===== src/rtl/intpol2_pkg.sv =====
// Shared FSM encoding, core status bit positions and config word offsets
// for the intpol2 job arbiter.
package intpol2_pkg;

  typedef enum logic [2:0] {
    ST_IDLE    = 3'd0,
    ST_SETUP   = 3'd1,
    ST_START   = 3'd2,
    ST_WAIT    = 3'd3,
    ST_RELEASE = 3'd4
  } state_t;

  // Bit positions inside core_status_i.
  localparam int STAT_DONE = 0;
  localparam int STAT_BUSY = 1;

  // The core config bus is CFG_WORDS words of CONFIG_WIDTH bits, word i at [i*W +: W].
  localparam int CFG_WORDS  = 4;
  localparam int CFG_W_MODE = 0;
  localparam int CFG_W_IX   = 1;
  localparam int CFG_W_IX2  = 2;
  localparam int CFG_W_ILEN = 3;

endpackage


===== src/rtl/intpol2_rr_arb.sv =====
// Two-requester round-robin picker: on a tie the requester that was not
// served last wins; a lone request always wins. Purely combinational.
module intpol2_rr_arb (
  input  logic [1:0] i_req,
  input  logic       i_last,
  output logic [1:0] o_grant
);

  // NOTE: every output of a combinational block gets a default first so no
  // path through the case can leave it unassigned and infer a latch.
  always_comb begin
    o_grant = 2'b00;
    case (i_req)
      2'b01:   o_grant = 2'b01;
      2'b10:   o_grant = 2'b10;
      2'b11:   o_grant = i_last ? 2'b01 : 2'b10;
      default: o_grant = 2'b00;
    endcase
  end

endmodule


===== src/rtl/intpol2_job_arbiter.sv =====
// Shares one interpolation core between two requesters: picks a winner,
// loads its config, pulses start, waits for the core's done edge or a watchdog.
module intpol2_job_arbiter
  import intpol2_pkg::*;
#(
  parameter int CONFIG_WIDTH = 32,
  parameter int TIMEOUT      = 4096,
  parameter int TO_WIDTH     = 16
) (
  input  logic                              clk,
  input  logic                              rst,
  input  logic [1:0]                        req_i,
  input  logic [CFG_WORDS*CONFIG_WIDTH-1:0] cfg0_i,
  input  logic [CFG_WORDS*CONFIG_WIDTH-1:0] cfg1_i,
  output logic [1:0]                        grant_o,
  output logic [1:0]                        done_o,
  output logic [1:0]                        err_o,
  output logic                              busy_o,
  output logic [CFG_WORDS*CONFIG_WIDTH-1:0] core_config_o,
  output logic                              core_start_o,
  input  logic [7:0]                        core_status_i
);

  // TIMEOUT == 0 turns the watchdog off; the counter then just free-runs in WAIT.
  localparam logic                LP_WDOG_EN   = (TIMEOUT != 0);
  localparam logic [TO_WIDTH-1:0] LP_WDOG_LAST = TO_WIDTH'((TIMEOUT > 0) ? TIMEOUT - 1 : 0);

  state_t                            r_state;
  state_t                            w_state_nxt;
  logic [1:0]                        r_grant;
  logic                              r_last;
  logic                              r_err;
  logic                              r_done_q;
  logic [TO_WIDTH-1:0]               r_wdog;
  logic [CFG_WORDS*CONFIG_WIDTH-1:0] r_config;
  logic [1:0]                        w_rr_grant;
  logic                              w_take;
  logic                              w_done_edge;
  logic                              w_timeout;
  logic                              w_unused_status;

  assign w_unused_status = ^core_status_i[7:STAT_BUSY];

  intpol2_rr_arb u_rr_arb (
    .i_req   (req_i),
    .i_last  (r_last),
    .o_grant (w_rr_grant)
  );

  assign w_take      = (r_state == ST_IDLE) && (req_i != 2'b00);
  assign w_done_edge = core_status_i[STAT_DONE] & ~r_done_q;
  // A done edge in the expiry cycle wins, so the job is not flagged.
  assign w_timeout   = (r_state == ST_WAIT) && LP_WDOG_EN &&
                       (r_wdog == LP_WDOG_LAST) && !w_done_edge;

  always_comb begin
    w_state_nxt = r_state;
    case (r_state)
      ST_IDLE:    if (w_take) w_state_nxt = ST_SETUP;
      ST_SETUP:   w_state_nxt = ST_START;
      ST_START:   w_state_nxt = ST_WAIT;
      ST_WAIT:    if (w_done_edge || w_timeout) w_state_nxt = ST_RELEASE;
      ST_RELEASE: w_state_nxt = ST_IDLE;
      default:    w_state_nxt = ST_IDLE;
    endcase
  end

  // NOTE: sequential state uses non-blocking assignments so every register
  // samples the pre-edge values regardless of statement order.
  always_ff @(posedge clk or posedge rst) begin
    if (rst) r_state <= ST_IDLE;
    else     r_state <= w_state_nxt;
  end

  // NOTE: the config word is an ordinary register bank, so it is reset along
  // with the control state and the core never sees stale config after reset.
  always_ff @(posedge clk or posedge rst) begin
    if (rst) begin
      r_grant  <= 2'b00;
      r_last   <= 1'b1;
      r_err    <= 1'b0;
      r_done_q <= 1'b0;
      r_wdog   <= '0;
      r_config <= '0;
    end else begin
      r_err <= w_timeout;

      if (w_take) begin
        r_grant  <= w_rr_grant;
        r_config <= w_rr_grant[1] ? cfg1_i : cfg0_i;
      end else if (r_state == ST_RELEASE) begin
        r_grant <= 2'b00;
        r_last  <= r_grant[1];
      end

      if (r_state == ST_START)     r_wdog <= '0;
      else if (r_state == ST_WAIT) r_wdog <= r_wdog + 1'b1;

      // START re-arms the edge detector with the current level, so a done
      // line already high at start does not count as an edge.
      if (r_state == ST_START || r_state == ST_WAIT) r_done_q <= core_status_i[STAT_DONE];
      else                                           r_done_q <= 1'b0;
    end
  end

  assign grant_o       = r_grant;
  assign core_config_o = r_config;
  assign core_start_o  = (r_state == ST_START);
  assign busy_o        = (r_state != ST_IDLE);
  assign done_o        = (r_state == ST_RELEASE) ? r_grant : 2'b00;
  assign err_o         = (r_state == ST_RELEASE && r_err) ? r_grant : 2'b00;

endmodule


===== config.mk =====
export PLATFORM = sky130hd
export DESIGN_NAME = intpol2_job_arbiter
export DESIGN_NICKNAME = d
export VERILOG_FILES = /design/src/rtl/intpol2_pkg.sv /design/src/rtl/intpol2_rr_arb.sv /design/src/rtl/intpol2_job_arbiter.sv
export SDC_FILE = /design/constraint.sdc
export NUM_CORES = 1
export LEC_CHECK = 0
export CORE_AREA = 5 5 153 155
export CTS_CLUSTER_SIZE = 16
export DETAILED_ROUTE_END_ITERATION = 8
export DIE_AREA = 0 0 158 160
export DONT_BUFFER_PORTS = 1
export SKIP_LAST_GASP = 1
export SLEW_MARGIN = 0
export SYNTH_ARGS = -nofsm -noshare
export SYNTH_HDL_FRONTEND = slang
export SYNTH_SLANG_ARGS = --single-unit

===== constraint.sdc =====
create_clock -name clk -period 6 [get_ports clk]
set_clock_uncertainty 0.05 [all_clocks]
set_input_delay 0.9 -clock clk [delete_from_list [all_inputs] [get_ports clk]]
set_output_delay 0.9 -clock clk [all_outputs]
set_load 0.05 [all_outputs]

==> flow_metrics.tcl <==
set metrics [dict create \
    syn2layout_area_growth_pct 10.8 \
    die_area_um2 25300 \
    dpl_cell_area_um2 6960 \
    internal_power_w 0.00291 \
    num_io_pins 404 \
    grt_start_max_net_pins 72 \
    clockRootBuffer "clkbuf_16" \
    fmax_ghz 0.299 \
    path_cells "nor2_1, and3_1, and2_1" \
    drive_gt1_frac 0.0907 \
    worst_pin_slew_ns 0.800 \
    dr.pass1.iters 6 \
    syn-cell-area_um2 6810 \
    fin_area_um2 7540 \
    cts.path.max_buffers 2 \
    place_ws_ns 3.08 \
    status "complete, no violations" \
    wl_mm 20.6 \
    hpwl_mm 15.5 \
    crit_type "reg2out" \
    postRouteAntennaNets 0 \
    worstPathArrival_ns 2.39 \
    hold_viol 0 \
    cp-startpoint "r_state[0]" \
    drt_iter0_drc 363 \
    fin_nets 807 \
    rows 54 \
    period_share 0.557 \
    vdd_drop_max_uv 444 \
    p_leak_nw 4.06 \
    routed_via_density 5.67 \
    synthesis.nets 825 \
    fin_ws_ns 2.66 \
    dieHeight_um 160 \
    start_util 0.314 \
    n_antenna_cell 0 \
    place_congestion 0.829 \
    min_path_type "in2async" \
    syn_area_per_cell_um2 12.3 \
    start_kind "flop" \
    grt_usage 0.152 \
    coreArea_um2 21700 \
    regToRegStartpoint "r_state[2]" \
    grt_first_pass_wirelength_mm 29.9 \
    cts_tree "built" \
    crit_path_max_incr_delay_ns 0.59 \
    cp_max_fo 9 \
    pwr-share-seq 0.570 \
    end_kind "output port" \
    syn_inst 556 \
    routed-via-count 4711 \
    path_clk_slew_ns 0.07 \
    p_switching_w 0.00315 \
    p_comb_frac 0.253 \
    ys_types 40 \
    clkPwrFrac 0.177 \
    cap_violations 0 \
    port-buffer-count 0 \
    holdBufCountCts 0 \
    h-tree-depth 4 \
    seqCellArea_um2 3800 \
    power_w 0.00607 \
    ys_ff_latch 152 \
    swShare 0.520 \
    die_w_um 158 \
    first_global_vias 5021 \
    rsz0062_at_grt "no" \
    setup_tns_ns 0 \
    final_common_cell "dfrtp_1" \
    clk_latency_ns 0.41 \
    power_density_nw_per_um2 804 \
    ys_seq_area_frac 0.559 \
    synth_edf_count 0 \
    postCtsSetupRepairBufs 0 \
    grt_overflow_total 0 \
    finalSetupViolCount 0 \
    synth-main-ff-cell "dfrtp_1" \
    layout_common_cells "151 x dfrtp_1, 128 x a21o_1, 127 x a22o_1" \
    ctsResizeCount 0 \
    cts-buffers-inserted 17 \
    antenna_found_initial 0 \
    cts.sinks 152 \
    period_needed_ns 3.34 \
    nFillCells 2123 \
    drc 0 \
    async_flop_share 1.00 \
    synth_warnings 0 \
    critPathRequiredTime_ns 5.05 \
    critPathSlowestCell "and3_1" \
    slew-limit-headroom 0.466 \
    avgRoutedWirePerCell_um 24.8 \
    multi_input_area_um2 2720 \
    drv_slew 0 \
]
[area by class of cell]
cell class,count,area share
Sequential cell,152,0.504
Clock inverter,12,0.0184
Multi-Input combinational cell,356,0.361
Clock buffer,20,0.0592
Tap cell,280,0.0464
Timing Repair Buffer,9,0.00896
Inverter,2,0.00166
[cells in the mapped netlist, types with 3 or more instances]
cell      instances  share of area
nand2b_1          5         0.0046
a31o_2            3         0.0039
nor3_1            5         0.0037
buf_4             4         0.0044
and2_1            3         0.0028
xnor2_1           5         0.0064
buf_6            11          0.018
buf_2            19          0.014
clkbuf_1         12         0.0066
o21ai_0           6         0.0044
nand2_1          13         0.0072
nand3_1           5         0.0037
nor3b_1           3         0.0033
a21o_1          128           0.14
and3_1            3         0.0028
dfrtp_1         151           0.55
nor2_1           12         0.0066
a21oi_1           7         0.0051
nand4_1           5         0.0046
nor4_1            3         0.0028
xor2_1            3         0.0039
a22o_1          127           0.16
[power by group through the flow]
stage | sequential (W) | combinational (W) | clock [W]
2_1_floorplan | 0.00328 | 0.00140 | 0
3_3_place_gp | 0.00349 | 0.00147 | 0
3_5_place_dp | 0.00350 | 0.00154 | 0
4_1_cts | 0.00348 | 0.00156 | 0.00111
5_1_grt | 0.00351 | 0.00170 | 0.00115
6_report | 0.00346 | 0.00153 | 0.00107
[metrics by stage]
stage,hold slack [ns],utilization,std cells
after floorplan,0.440,-,556
after global placement,0.465,0.321,799
after detailed placement,0.467,0.321,799
after CTS,0.241,0.348,831
after global routing,0.253,0.348,831
final,0.259,0.348,831
[cells by family (layout without fill, tap and decap cells)]
group,Yosys count,after routing,synth area share
mux,1,1,0.00147
simple gates,69,69,0.0569
xor+xnor,8,8,0.0103
flops,152,152,0.559
fa+ha+maj,1,1,0.00184
buf+inv,48,43,0.0443
compound gates,277,277,0.327
[per-layer routing]
layer  GRT usage  wire length, µm  part of all wire  vias to the layer above
li1            -                -                 -                     2072
met1       0.169             7470              0.36                     2394
met2       0.276            11100              0.54                      230
met3      0.0520             1870             0.091                       15
met4      0.0384              243             0.012                        0
met5           0                0                 0                        -
[worst max-delay path: cells and delay by family (launching register included)]
| kind | cells | cell delay (ns) |
|---|---|---|
| AND/OR/NAND/NOR | 3 | 1.45 |
| flip-flops | 1 | 0.51 |
[state kept, by name (all words and copies together) (netlist names)]
signal / flops
core_config_o: 128
grant_o: 2
r_done_q: 1
r_err: 1
r_last: 1
r_state: 3
r_wdog: 16
[final timing paths]
path | to | slack [ns] | cells after the start
worst min-delay path | core_config_o[107] | 0.26 | 1
max in group asynchronous | core_config_o[36] | 4.54 | 2
worst max-delay path | err_o[1] | 2.66 | 3
worst min register to register | r_last | 0.47 | 1
min in group clk | r_last | 0.47 | 1
worst max register to register | core_config_o[4] | 3.02 | 6
Note: power is estimated with default switching activity, not from simulation.
